===== src/rtl/pipe_pkg.sv =====
// Shared pipeline constants and types for the write-back stage.
package pipe_pkg;

    localparam logic [1:0] OFF_B0 = 2'd0;
    localparam logic [1:0] OFF_B1 = 2'd1;
    localparam logic [1:0] OFF_B2 = 2'd2;
    localparam logic [1:0] OFF_B3 = 2'd3;

    localparam logic [4:0] REG_ZERO = 5'd0;

    typedef enum logic [1:0] {
        LW_WORD = 2'd0,
        LW_HALF = 2'd1,
        LW_BYTE = 2'd2
    } lw_sel_e;

    typedef struct packed {
        logic        valid;
        logic [31:0] alu;
        logic [31:0] mem;
        logic [4:0]  wa;
        logic        wrf;
        logic        wdc;
        logic        w;
        logic        h;
        logic        b;
        logic        sext;
        logic        overflow;
    } wb_reg_t;

    // Word wins over half wins over byte; no width flag at all means word.
    function automatic lw_sel_e lw_select(input logic w, input logic h, input logic b);
        if (w)      return LW_WORD;
        else if (h) return LW_HALF;
        else if (b) return LW_BYTE;
        else        return LW_WORD;
    endfunction

endpackage


===== src/rtl/pipe_wb_if.sv =====
// MEM/WB pipeline bus plus the register-file write port produced by WB.
interface pipe_wb_if;

    logic        valid_m;
    logic        stall_m;
    logic        flush;
    logic [31:0] alu_m;
    logic [31:0] mem_m;
    logic [4:0]  wa_m;
    logic        wrf_m;
    logic        wdc_m;
    logic        w_m;
    logic        h_m;
    logic        b_m;
    logic        sext_m;
    logic        overflow_m;

    logic [31:0] wd;
    logic [4:0]  wa;
    logic        rf_wena;
    logic        ade;

    modport master (
        output valid_m, stall_m, flush, alu_m, mem_m, wa_m, wrf_m, wdc_m,
               w_m, h_m, b_m, sext_m, overflow_m,
        input  wd, wa, rf_wena, ade
    );

    modport slave (
        input  valid_m, stall_m, flush, alu_m, mem_m, wa_m, wrf_m, wdc_m,
               w_m, h_m, b_m, sext_m, overflow_m,
        output wd, wa, rf_wena, ade
    );

endinterface


===== src/rtl/pipe_wb_load_align.sv =====
// Big-endian load alignment, sign/zero extension and misalignment detection.
module load_align
    import pipe_pkg::*;
(
    input  logic [31:0] mem,
    input  logic [1:0]  off,
    input  logic        w,
    input  logic        h,
    input  logic        b,
    input  logic        sext,
    output logic [31:0] data,
    output logic        misaligned
);

    lw_sel_e     sel;
    logic [15:0] half;
    logic [7:0]  byte_d;

    always_comb begin
        sel        = lw_select(w, h, b);
        half       = off[1] ? mem[15:0] : mem[31:16];
        byte_d     = mem[31:24];
        data       = mem;
        misaligned = 1'b0;

        case (off)
            OFF_B0:  byte_d = mem[31:24];
            OFF_B1:  byte_d = mem[23:16];
            OFF_B2:  byte_d = mem[15:8];
            OFF_B3:  byte_d = mem[7:0];
            default: byte_d = mem[31:24];
        endcase

        case (sel)
            LW_HALF: begin
                data       = sext ? {{16{half[15]}}, half} : {16'h0000, half};
                misaligned = off[0];
            end
            LW_BYTE: begin
                data = sext ? {{24{byte_d[7]}}, byte_d} : {24'h000000, byte_d};
            end
            default: begin
                data       = mem;
                misaligned = (off != OFF_B0);
            end
        endcase
    end

endmodule


===== src/rtl/pipe_wb.sv =====
// Write-back stage: MEM/WB register, load/ALU select, write-enable qualification
// and retired-instruction counter.
module pipe_wb
    import pipe_pkg::*;
#(
    parameter int unsigned CNT_W = 32
) (
    input  logic             clk,
    input  logic             rst,
    pipe_wb_if.slave         bus,
    output logic [CNT_W-1:0] retired
);

    wb_reg_t     wb;
    logic [31:0] ld_data;
    logic        ld_mis;
    logic        misaligned;

    always_ff @(posedge clk or posedge rst) begin
        if (rst) begin
            wb      <= '0;
            retired <= '0;
        end else begin
            wb.valid    <= bus.valid_m & ~bus.stall_m & ~bus.flush;
            wb.alu      <= bus.alu_m;
            wb.mem      <= bus.mem_m;
            wb.wa       <= bus.wa_m;
            wb.wrf      <= bus.wrf_m;
            wb.wdc      <= bus.wdc_m;
            wb.w        <= bus.w_m;
            wb.h        <= bus.h_m;
            wb.b        <= bus.b_m;
            wb.sext     <= bus.sext_m;
            wb.overflow <= bus.overflow_m;
            // Suppressed writes still retire; counter wraps naturally at all-ones.
            if (wb.valid)
                retired <= retired + CNT_W'(1);
        end
    end

    load_align u_align (
        .mem        (wb.mem),
        .off        (wb.alu[1:0]),
        .w          (wb.w),
        .h          (wb.h),
        .b          (wb.b),
        .sext       (wb.sext),
        .data       (ld_data),
        .misaligned (ld_mis)
    );

    always_comb begin
        misaligned  = wb.valid & wb.wdc & ld_mis;
        bus.wd      = wb.wdc ? ld_data : wb.alu;
        bus.wa      = wb.wa;
        bus.rf_wena = wb.valid & wb.wrf & ~wb.overflow & ~misaligned & (wb.wa != REG_ZERO);
        bus.ade     = misaligned;
    end

endmodule


===== src/flat_wrapper.sv =====
// flat-port wrapper written by rule: the top's interface ports become plain ports
module pipe_wb_flat import pipe_pkg::*;
#(
    parameter int unsigned CNT_W = 32
)
  (clk, rst, retired, bus_valid_m, bus_stall_m, bus_flush, bus_alu_m, bus_mem_m, bus_wa_m, bus_wrf_m, bus_wdc_m, bus_w_m, bus_h_m, bus_b_m, bus_sext_m, bus_overflow_m, bus_wd, bus_wa, bus_rf_wena, bus_ade);
  pipe_wb_if bus_i ();
  input  logic clk;
  input  logic rst;
  output logic [CNT_W-1:0] retired;
  input wire logic [$bits(bus_i.valid_m)-1:0] bus_valid_m;
  input wire logic [$bits(bus_i.stall_m)-1:0] bus_stall_m;
  input wire logic [$bits(bus_i.flush)-1:0] bus_flush;
  input wire logic [$bits(bus_i.alu_m)-1:0] bus_alu_m;
  input wire logic [$bits(bus_i.mem_m)-1:0] bus_mem_m;
  input wire logic [$bits(bus_i.wa_m)-1:0] bus_wa_m;
  input wire logic [$bits(bus_i.wrf_m)-1:0] bus_wrf_m;
  input wire logic [$bits(bus_i.wdc_m)-1:0] bus_wdc_m;
  input wire logic [$bits(bus_i.w_m)-1:0] bus_w_m;
  input wire logic [$bits(bus_i.h_m)-1:0] bus_h_m;
  input wire logic [$bits(bus_i.b_m)-1:0] bus_b_m;
  input wire logic [$bits(bus_i.sext_m)-1:0] bus_sext_m;
  input wire logic [$bits(bus_i.overflow_m)-1:0] bus_overflow_m;
  output wire logic [$bits(bus_i.wd)-1:0] bus_wd;
  output wire logic [$bits(bus_i.wa)-1:0] bus_wa;
  output wire logic [$bits(bus_i.rf_wena)-1:0] bus_rf_wena;
  output wire logic [$bits(bus_i.ade)-1:0] bus_ade;
  assign bus_i.valid_m = bus_valid_m;
  assign bus_i.stall_m = bus_stall_m;
  assign bus_i.flush = bus_flush;
  assign bus_i.alu_m = bus_alu_m;
  assign bus_i.mem_m = bus_mem_m;
  assign bus_i.wa_m = bus_wa_m;
  assign bus_i.wrf_m = bus_wrf_m;
  assign bus_i.wdc_m = bus_wdc_m;
  assign bus_i.w_m = bus_w_m;
  assign bus_i.h_m = bus_h_m;
  assign bus_i.b_m = bus_b_m;
  assign bus_i.sext_m = bus_sext_m;
  assign bus_i.overflow_m = bus_overflow_m;
  assign bus_wd = bus_i.wd;
  assign bus_wa = bus_i.wa;
  assign bus_rf_wena = bus_i.rf_wena;
  assign bus_ade = bus_i.ade;
  pipe_wb #(.CNT_W(CNT_W)) u_core (.clk(clk), .rst(rst), .bus(bus_i), .retired(retired));
endmodule

===== config.mk =====
export PLATFORM = sky130hd
export DESIGN_NAME = pipe_wb_flat
export DESIGN_NICKNAME = d
export VERILOG_FILES = /design/src/rtl/pipe_pkg.sv /design/src/rtl/pipe_wb_if.sv /design/src/rtl/pipe_wb_load_align.sv /design/src/rtl/pipe_wb.sv /design/src/flat_wrapper.sv
export SDC_FILE = /design/constraint.sdc
export NUM_CORES = 1
export LEC_CHECK = 0
export ABC_AREA = 1
export CAP_MARGIN = 20
export CORE_UTILIZATION = 47
export DETAILED_ROUTE_END_ITERATION = 8
export PLACE_DENSITY = 0.81
export SYNTH_ARGS = -nofsm -noshare
export SYNTH_HDL_FRONTEND = slang
export SYNTH_SLANG_ARGS = --single-unit

===== constraint.sdc =====
create_clock -name clk -period 4 [get_ports clk]
set_input_delay 0.8 -clock clk [delete_from_list [all_inputs] [get_ports clk]]
set_output_delay 0.8 -clock clk [all_outputs]
set_load 0.1 [all_outputs]

* Word level (Yosys, flattened, before mapping)
Index checks and enable logic that the tools add are counted.
Storage, ports and cells: bits in registers 109, bits of input ports 81, output and inout port bits 71
Cells by class: add/sub/neg operators 1, bitwise logic cells 12, equality and inequality tests 5, mux-type cells 10, reduce and logical (&&, ||, !) cells 3
Operators with widths (count):
- $mux W32 | 3
- $pmux W32 S2 | 1
- $add A32 B1 Y32 const B | 1
- $pmux W8 S4 | 1
- $mux W16 | 1
- $and A1 B1 Y1 | 8
- $eq A2 B2 Y1 const B | 3
- $mux W2 | 3
- $reduce_bool A5 Y1 | 1
- $eq A2 B1 Y1 const B | 2
- $not A1 Y1 | 4
- $logic_not A2 Y1 | 1
- $pmux W1 S2 | 1
- $reduce_bool A2 Y1 | 1

* Logic depth before layout (Yosys ltp)
Gate-level depths: netlist of run 1.
word-level depth 9, gate-level depth with buffers 10, depth with buffers taken out 9

* Modules after synthesis
A second synthesis of run 1 with hierarchy kept.
Second synthesis, totals: cells, all modules 582, area total of the unflattened synthesis 5073.6 um^2
By module, submodules not included:
- pipe_wb | seq. area each 2727.6 um^2, area each 4149.0 um^2, instances 1, cells an instance 416
- load_align | seq. area each 0.0 um^2, area each 924.6 um^2, instances 1, cells an instance 166

* Worst setup path after synthesis of run 1
Ideal clock, no wire load.
kind register to output, start point register u_core.wb[3] (netlist name), end point output bus_rf_wena, path buffers 0, arrival 4.190 ns, stages on the path, launching flop included 9, setup slack -0.990 ns, cells stage by stage dfrtp_1 inv_2 nor2_4 inv_4 nand2_8 inv_6 a21oi_1 nor3_1 nor2_1
On the way: cells in the longest elaborated chain, start to end 8
RTL lines:
- $mux W2 (*) | line pipe_pkg.sv:34 | else if (h) return LW_HALF;
- $mux W2 (*) | line pipe_pkg.sv:33 | if (w) return LW_WORD;
- $eq A2 B2 Y1 / $eq A2 B1 Y1 (equally long branches) | line pipe_wb_load_align.sv:34 | case (sel)
- $pmux W1 S2 (*) | line pipe_wb_load_align.sv:34
- $and A1 B1 Y1 (*) | line pipe_wb.sv:53 | misaligned = wb.valid & wb.wdc & ld_mis;
- via bus_ade | line flat_wrapper.sv:27 | output wire logic [$bits(bus_i.ade)-1:0] bus_ade;
- $not A1 Y1 (*) | line pipe_wb.sv:56 | bus.rf_wena = wb.valid & wb.wrf & ~wb.overflow & ~misaligned & (wb.wa != REG_ZERO);
- $and A1 B1 Y1 (*) (2 in a row) | line pipe_wb.sv:56
- end: declaration | line flat_wrapper.sv:26 | output wire logic [$bits(bus_i.rf_wena)-1:0] bus_rf_wena;
The timed path passes the listed nets; every way through them passes the cells marked *.

* Final worst setup path of run 1
start point register u_core.wb[45] in the netlist's numbering, end point output bus_wd[12]
On the way: cells in the longest elaborated chain, start to end 5
RTL lines:
- start: declaration | line pipe_wb.sv:14 | wb_reg_t wb;
- $eq A2 B2 Y1, or another cell as far along | line pipe_wb_load_align.sv:26 | case (off)
- $pmux W8 S4 | line pipe_wb_load_align.sv:26
- $mux W32 | line pipe_wb_load_align.sv:40 | data = sext ? {{24{byte_d[7]}}, byte_d} : {24'h000000, byte_d};
- $pmux W32 S2 (*) | line pipe_wb_load_align.sv:34
- $mux W32 (*) | line pipe_wb.sv:54 | bus.wd = wb.wdc ? ld_data : wb.alu;
- end: declaration | line flat_wrapper.sv:24 | output wire logic [$bits(bus_i.wd)-1:0] bus_wd;
Mark *: on every way between the ends. The rest lies on a longest branch, timed or not.

==> metrics, run 1 <==
Yosys top cell by area dfrtp_1; number of CTS-inserted buffers 9; critical path type flop to output pin; Final setup viols 0; total grt overflow 0; wire length per cell 15.8 µm; Post-synth top flop dfrtp_1; net switching power 1020 µW; GRT Overall Usage 25.7%; Crit. End Element output pin; largest net degree at the start of global routing 71; setup ws final 727 ps; post-synthesis mux area share 1.07%; clk sinks 109; DRC 0; worst-path maximum fanout 16; Critical Path Source Type flop; Initial DRC Count 168; Final Max Tran Viols 0; Final Hold Viols 0; CP required 3200 ps; status finished clean; nets@finish 758; Sw Ratio 36.0%; worst-path cell chain inv_2 -> nand2_1 -> nand2_1 -> nand2_1 -> nand2_1 -> nand2_1 -> nand2_1 -> nand2_1 -> nand2_1 -> buf_12; post-synth top area share 56.8%; delay of the slowest cell on the worst path 750 ps; DP Area 6620 µm²; layout cells sized above 1 10.9%; PortBufs 151; Synth warnings 0; dpl hpwl 9510 µm; vias in the first global route 4098; die width 103 µm; maxcap violations 0; Post-Synth Simple-Gate Area 24.6%; # hold bufs at CTS 0; cell area after synthesis 4800 µm²; Pint 1800 µW; Worst slew margin 33.7%; final worst path period share 81.8%; Placer Congestion 0.897; Logic pwr share 30.7%; Finished Cell Area 6850 µm²; H-tree depth 3; synth top area cells dfrtp_1, nand2_1, nor2_1; crit path capture bus_wd[12]; LEAKAGE 0.00315 µW; Die H 103 µm; Final min period 3270 ps; commonest non-fill, non-tap cell in the layout nand2_1; ys async rst share 100%; Least-Margin Pin Slew 991 ps; n_diodes 0; First-pass DRT Iterations 4; cts repair resizes 0; Yosys reg bits 109; initial antenna violation count 0; post-synthesis adder-cell area fraction 0.261%; critical path startpoint u_core.wb[45]; CORE AREA 9820 µm²; vias per inst 5.03; final clock skew 9.54 ps; reg-to-reg endpoint u_core.retired[30]; Mapped Avg Cell Area 9.04 µm²; first-pass GRT wire length 20300 µm; Power Dens Cells 412 nW/µm²; FF-to-FF path depth 9; clock transition at the registers of the reported paths 100 ps; Reg-to-Reg Start u_core.retired[0]; Syn Inst Count 531; EDFF count, synth 0; post-synthesis compound-gate area fraction 6.75%; Bufs on Longest Clock Path 2; final setup TNS 0 ps; clock latency on the worst-skew pair 370 ps; fillers 786; main combinational cell family by area after synthesis simple AND/OR/NAND/NOR gates; Yosys cell types 36; die area 10600 µm²; row count 36; Slowest cell on crit path dfrtp_1; Detail Route Antenna Nets 0; CP dominant cell by count nand2_1; data arrival time of the critical path 2470 ps; CTS tree done; Final Util 69.7%; Starting Density 48.9%; sequential-to-total area share from yosys stat 56.8%; fmax 306 MHz; dpl ws 1160 ps; IO Pins 152; Syn Nets 613; Post-Synth XOR/XNOR Area 4.19%; Clock Power Share 26.1%; via count 4088; part of the power in registers 43.3%; unrepaired setup endpoints after global routing false; Root Buffer clkbuf_8; Area growth, synth to finish 42.5%; VDD IR max 0.000292 V; min-delay worst type flop to flop; Routed WL 12900 µm; commonest non-fill, non-tap cells in the layout nand2_1, clkdlybuf4s50_1, dfrtp_1; r2r setup slk 2280 ps; postcts setup bufs 0
## synthesized netlist by cell type (2+ instances only)
| cell type | number |
|---|---|
| a21boi_0 | 3 |
| a21oi_1 | 43 |
| buf_2 | 4 |
| buf_4 | 7 |
| buf_6 | 2 |
| clkbuf_1 | 5 |
| dfrtp_1 | 109 |
| inv_1 | 42 |
| inv_2 | 2 |
| mux2i_1 | 4 |
| nand2_1 | 141 |
| nand3_1 | 15 |
| nand3_2 | 2 |
| nand4_1 | 13 |
| nor2_1 | 75 |
| nor2_2 | 5 |
| nor2_4 | 4 |
| nor3_1 | 6 |
| o21a_1 | 7 |
| o21ai_0 | 5 |
| xnor2_1 | 11 |
| xor2_1 | 12 |
## how the worst min path moves through the flow
| stage | from | end | slack, ps | cells past startpoint |
|---|---|---|---|---|
| 6_report | u_core.retired[14] | u_core.retired[14] | 520 | 1 |
| 5_1_grt | u_core.retired[14] | u_core.retired[14] | 550 | 1 |
| 4_1_cts | u_core.retired[14] | u_core.retired[14] | 530 | 1 |
| 3_5_place_dp | u_core.retired[6] | u_core.retired[6] | 510 | 1 |
| 3_3_place_gp | u_core.retired[4] | u_core.retired[4] | 500 | 1 |
| 2_1_floorplan | u_core.wb[76] | u_core.retired[0] | 550 | 2 |
## cell families (layout without fill, tap and decap cells)
kind of cell               after synthesis  in the layout
AOI/OAI and AO/OA                       59             59
xor gates and xnor gates                23             23
adders and majority gates                1              1
buffers and inverters                   66            215
DFF                                    109            109
muxes                                    5              5
and+or+nand+nor                        268            268
## flip-flops by register name (all words and copies together) (netlist names)
name            cells
u_core.bus.wa       5
u_core.wb          72
u_core.retired     32
## worst max-delay path: cells and delay by family, from the launching register on
kind                   cells  cell delay [ps]
and+or+nand+nor            8              920
DFF                        1              750
buffers and inverters      2              440
## cell type report
cell class	count	area, µm²	share of cell area (%)
well taps	133	166	2.43
repair buffers	153	1770	25.8
clock buffers	10	138	2.01
inverters	47	186	2.72
flip-flops and latches	109	2730	39.8
clock inverters	5	83.8	1.22
multi-input cells	356	1780	26.0
## per-layer routing
| metal | routed length [µm] | GRT usage [%] |
|---|---|---|
| met2 | 6440 | 43.8 |
| met5 | 0 | 0 |
| met4 | 272 | 8.34 |
| met3 | 1000 | 8.07 |
| met1 | 5170 | 31.0 |
## power groups by stage
stage | combinational [µW] | sequential (µW) | clock (µW)
2_1_floorplan | 410 | 1390 | 0
3_3_place_gp | 854 | 1240 | 0
3_5_place_dp | 865 | 1240 | 0
4_1_cts | 868 | 1220 | 749
5_1_grt | 900 | 1230 | 794
6_report | 864 | 1220 | 734
## stage by stage
stage | total power [µW] | hold WS, ps | instances
after floorplan | 1800 | 548 | 531
after global placement | 2090 | 503 | 798
after detailed placement | 2110 | 511 | 798
after CTS | 2840 | 527 | 813
after global routing | 2920 | 548 | 813
final | 2820 | 525 | 813
No activity file was read; power rests on OpenSTA's default activity.
==> inputs of run 2 (changes only) <==
--- a/config.mk
+++ b/config.mk
@@ -7,9 +7,9 @@
 export LEC_CHECK = 0
 export ABC_AREA = 1
 export CAP_MARGIN = 20
-export CORE_UTILIZATION = 47
+export CORE_UTILIZATION = 42
 export DETAILED_ROUTE_END_ITERATION = 8
-export PLACE_DENSITY = 0.81
+export PLACE_DENSITY = 0.76
 export SYNTH_ARGS = -nofsm -noshare
 export SYNTH_HDL_FRONTEND = slang
 export SYNTH_SLANG_ARGS = --single-unit
==> constraint.sdc (replaced) <==
create_clock -name clk -period 2.8 [get_ports clk]
set_input_delay 0.56 -clock clk [delete_from_list [all_inputs] [get_ports clk]]
set_output_delay 0.56 -clock clk [all_outputs]
set_load 0.1 [all_outputs]
==> metrics, run 2 (synthesis gave the netlist of run 1 again) <==
H-tree depth 3; largest net degree at the start of global routing 41; dpl ws 454 ps; DRC 0; net switching power 1540 µW; Routed WL 13100 µm; CORE AREA 11000 µm²; Design Power 4210 µW; Critical Path Source Type flop; Crit. End Element output pin; Initial DRC Count 210; Clock Power Share 28.5%; vias per inst 4.93; Placer Congestion 0.905; commonest non-fill, non-tap cells in the layout nand2_1, dfrtp_1, clkdlybuf4s50_1; final setup TNS 0 ps; n_diodes 0; Die H 109 µm; register with the most flip-flops u_core.wb; Final setup viols 0; Final Hold Slack 526 ps; total grt overflow 0; vias in the first global route 4282; final clock skew 1.66 ps; Sw Ratio 36.5%; layout cells sized above 1 18.1%; CTS tree done; data arrival time of the critical path 2170 ps; final worst path period share 97.7%; die area 11900 µm²; Power Dens Cells 601 nW/µm²; Largest register FFs 72; first-pass GRT wire length 21300 µm; Worst slew margin 61.8%; critical path type flop to output pin; commonest non-fill, non-tap cell in the layout nand2_1; First-pass DRT Iterations 4; multi-input logic area 1810 µm²; wire length per cell 15.8 µm; min-delay worst type input pin to asynchronous set/reset pin; Root Buffer clkbuf_16; status finished clean; Starting Density 43.7%; CP required 2240 ps; Final Hold Viols 0; Area growth, synth to finish 45.9%; clk sinks 109; PortBufs 151; clock transition at the registers of the reported paths 70 ps; dpl hpwl 9840 µm; nets@finish 762; Seq. cell area 2730 µm²; IO Pins 152; fmax 366 MHz; clock latency on the worst-skew pair 350 ps; die width 109 µm; row count 38; cts repair resizes 0; Final min period 2730 ps; Final Max Tran Viols 0; unrepaired setup endpoints after global routing true; worst-path maximum fanout 33; setup ws final 65.8 ps; number of CTS-inserted buffers 9; GRT Overall Usage 23.8%; LEAKAGE 0.00330 µW; Least-Margin Pin Slew 569 ps; postcts setup bufs 0; VDD IR max 0.000584 V; Pint 2670 µW; # hold bufs at CTS 0; initial antenna violation count 0; Detail Route Antenna Nets 0; via count 4070; Logic pwr share 30.0%; maxcap violations 0; Regs by FF count u_core.wb (72), u_core.retired (32), u_core.bus.wa (5); part of the power in registers 41.5%; fillers 882; Bufs on Longest Clock Path 2
## run 2: cell count changes in the layout (fill, tap and decap cells not counted), moves of 4 or more
cell             previous run  this run
buf_12                     26        36
nor2_2                      5         9
clkbuf_16                   0         9
buf_4                      10        41
nor2_1                     75        71
clkbuf_8                   10         0
clkdlybuf4s50_1           117        80
a21oi_2                     0         4
a21oi_1                    43        39
## run 2: layer usage
metal | GRT usage, % | vias to the layer above | wire length [µm]
li1 | - | 1961 | -
met1 | 28.4 | 1934 | 5230
met2 | 40.3 | 149 | 6410
met3 | 7.05 | 26 | 1070
met4 | 9.36 | 0 | 346
met5 | 0 | - | 0
## run 2: area by class of cell
| type | count | area share, % |
|---|---|---|
| Clock buffer | 9 | 3.21 |
| Timing Repair Buffer | 157 | 26.1 |
| Multi-Input combinational cell | 356 | 25.8 |
| Tap cell | 140 | 2.50 |
| Sequential cell | 109 | 38.9 |
| Inverter | 47 | 2.68 |
| Clock inverter | 7 | 0.750 |
## run 2: critical path: stages (launching register included)
cell     delay (ps)
dfrtp_1         430
nor2_4          250
inv_4           100
nand2_8         120
inv_6           120
nor2_8          110
nand2_4         150
a21oi_1         320
buf_12          220
## run 2: worst paths after layout
kind / start / to / slack [ps] / cells past startpoint
worst max register to register: u_core.retired[0] / u_core.retired[26] / 1000 / 9
worst max-delay path: u_core.wb[4] / bus_wd[30] / 70 / 8
min in group clk: u_core.retired[14] / u_core.retired[14] / 530 / 1
worst min-delay path: rst / u_core.retired[4] / 530 / 2
max in group asynchronous: rst / u_core.retired[23] / 1660 / 3
worst min register to register: u_core.retired[14] / u_core.retired[14] / 530 / 1
## run 2: stage by stage
stage          std cells  utilization (%)  instance area, µm²
2_1_floorplan        531                -                4840
3_3_place_gp         809             61.2                6720
3_5_place_dp         809             61.2                6720
4_1_cts              825             63.8                7000
5_1_grt              825             63.8                7010
6_report             825             63.8                7010
## run 2: power by group through the flow
| stage | Sequential, µW | Combinational [µW] | Clock, µW |
|---|---|---|---|
| 3_3_place_gp | 1770 | 1260 | 0 |
| 6_report | 1750 | 1260 | 1200 |
| 5_1_grt | 1760 | 1320 | 1270 |
| 3_5_place_dp | 1770 | 1270 | 0 |
| 4_1_cts | 1740 | 1270 | 1220 |
| 2_1_floorplan | 1990 | 592 | 0 |
==> inputs of run 3 (changes only) <==
--- a/config.mk
+++ b/config.mk
@@ -7,6 +7,7 @@
 export LEC_CHECK = 0
 export ABC_AREA = 1
 export CAP_MARGIN = 20
+export CORE_ASPECT_RATIO = 0.8
 export CORE_UTILIZATION = 42
 export DETAILED_ROUTE_END_ITERATION = 8
 export PLACE_DENSITY = 0.76
==> metrics, run 3 (synthesis gave the netlist of run 1 again) <==
worst-path maximum fanout 33; clk sinks 109; postcts setup bufs 0; layout cells sized above 1 19.0%; Die H 97.6 µm; status finished clean; total grt overflow 0; Slowest cell on crit path dfrtp_1; die width 122 µm; via count 4128; critical path type flop to output pin; Crit. End Element output pin; Reg-to-Reg Start u_core.retired[0]; GRT Overall Usage 23.7%; register with the most flip-flops u_core.wb; LEAKAGE 0.00334 µW; Placer Congestion 0.922; commonest non-fill, non-tap cell in the layout nand2_1; clock transition at the registers of the reported paths 70 ps; PortBufs 151; worst hold start u_core.retired[6]; Worst slew margin 70.0%; cts repair resizes 0; unrepaired setup endpoints after global routing true; die area 11900 µm²; Power Dens Cells 621 nW/µm²; IO Pins 152; initial antenna violation count 0; Initial DRC Count 222; DRC 0; DP Area 6730 µm²; Finished Cell Area 7090 µm²; row count 34; delay of the slowest cell on the worst path 430 ps; largest net degree at the start of global routing 49; Area growth, synth to finish 47.6%; reg-to-reg endpoint u_core.retired[22]; Design Power 4400 µW; Final Hold Viols 0; Largest register FFs 72; Critical Path Source Type flop; maxcap violations 0; data arrival time of the critical path 2160 ps; n_diodes 0; wire length per cell 15.9 µm; FF-to-FF path depth 7; Crit path max-delay family simple AND/OR/NAND/NOR gates; Regs by FF count u_core.wb (72), u_core.retired (32), u_core.bus.wa (5); Least-Margin Pin Slew 449 ps; VDD IR max 0.000980 V; First-pass DRT Iterations 5; Bufs on Longest Clock Path 2; Final setup viols 0; Routed WL 13200 µm; Detail Route Antenna Nets 0; first-pass GRT wire length 21200 µm; H-tree depth 3; Worst Path Buf+Inv 3; worst-path cell chain nor2_4 -> inv_4 -> nand2_8 -> inv_6 -> nor2_8 -> nand2_4 -> a21oi_1 -> buf_12; CORE AREA 11000 µm²; fmax 368 MHz; # hold bufs at CTS 0; Hold Crit Depth 1; Starting Density 43.6%; number of CTS-inserted buffers 9; Final Max Tran Viols 0; final clock skew 5.69 ps; min-delay worst type flop to flop; commonest non-fill, non-tap cells in the layout nand2_1, dfrtp_1, clkdlybuf4s50_1; Final min period 2720 ps; worst hold path endpoint u_core.retired[6]; vias per inst 4.98; vias in the first global route 4128; CTS tree done; r2r setup slk 1080 ps; final worst path period share 97.1%; CP required 2240 ps; Root Buffer clkbuf_16; clock latency on the worst-skew pair 350 ps; Final Hold Slack 536 ps; dpl hpwl 9870 µm; nets@finish 762
-- run 3: changes by cell type in the layout (fill, tap and decap cells not counted), sizes merged --
cell and change:
clkinvlp -4, clkbuf +1, inv +2, clkinv -1, bufinv +2
-- run 3: report_power, final --
part / total, µW / leakage, µW / internal, µW / switching (µW)
logic: 1270 / 0.00184 / 408 / 861
registers: 1750 / 0.00134 / 1660 / 87.3
clock network: 1380 / 0.000163 / 815 / 570
-- run 3: routing by layer --
metal	part of all wire, %	up-vias	wire length, µm	track usage, %
li1	-	1965	-	-
met1	45	1985	5930	32.9
met2	47	160	6260	36.8
met3	6.4	18	845	5.63
met4	1.1	0	151	6.55
met5	0	-	0	0
-- run 3: worst max path at each step --
stage                 start          end  slack, ps  depth (start not counted)
2_1_floorplan  u_core.wb[4]   bus_wd[21]       -340                          8
3_3_place_gp   u_core.wb[4]  bus_rf_wena        550                          8
3_5_place_dp   u_core.wb[4]   bus_wd[29]        460                          8
4_1_cts        u_core.wb[4]   bus_wd[29]         70                          8
5_1_grt        u_core.wb[4]  bus_rf_wena        -50                          8
6_report       u_core.wb[4]   bus_wd[24]         80                          8
-- run 3: cell type report --
cell class	instances	area [µm²]
Multi-Input combinational cell	356	1830
Clock inverter	6	91.3
Sequential cell	109	2730
Inverter	47	188
Clock buffer	10	239
Fill cell	881	3930
Tap cell	144	180
Timing Repair Buffer	157	1830
-- run 3: metrics by stage --
stage	cells	TNS, ps	util [%]	setup WS [ps]
2_1_floorplan	531	-5130	-	-344
3_3_place_gp	813	0	61.1	552
3_5_place_dp	813	0	61.1	460
4_1_cts	829	0	64.1	66.5
5_1_grt	829	-309	64.3	-47.2
6_report	829	0	64.3	82.4
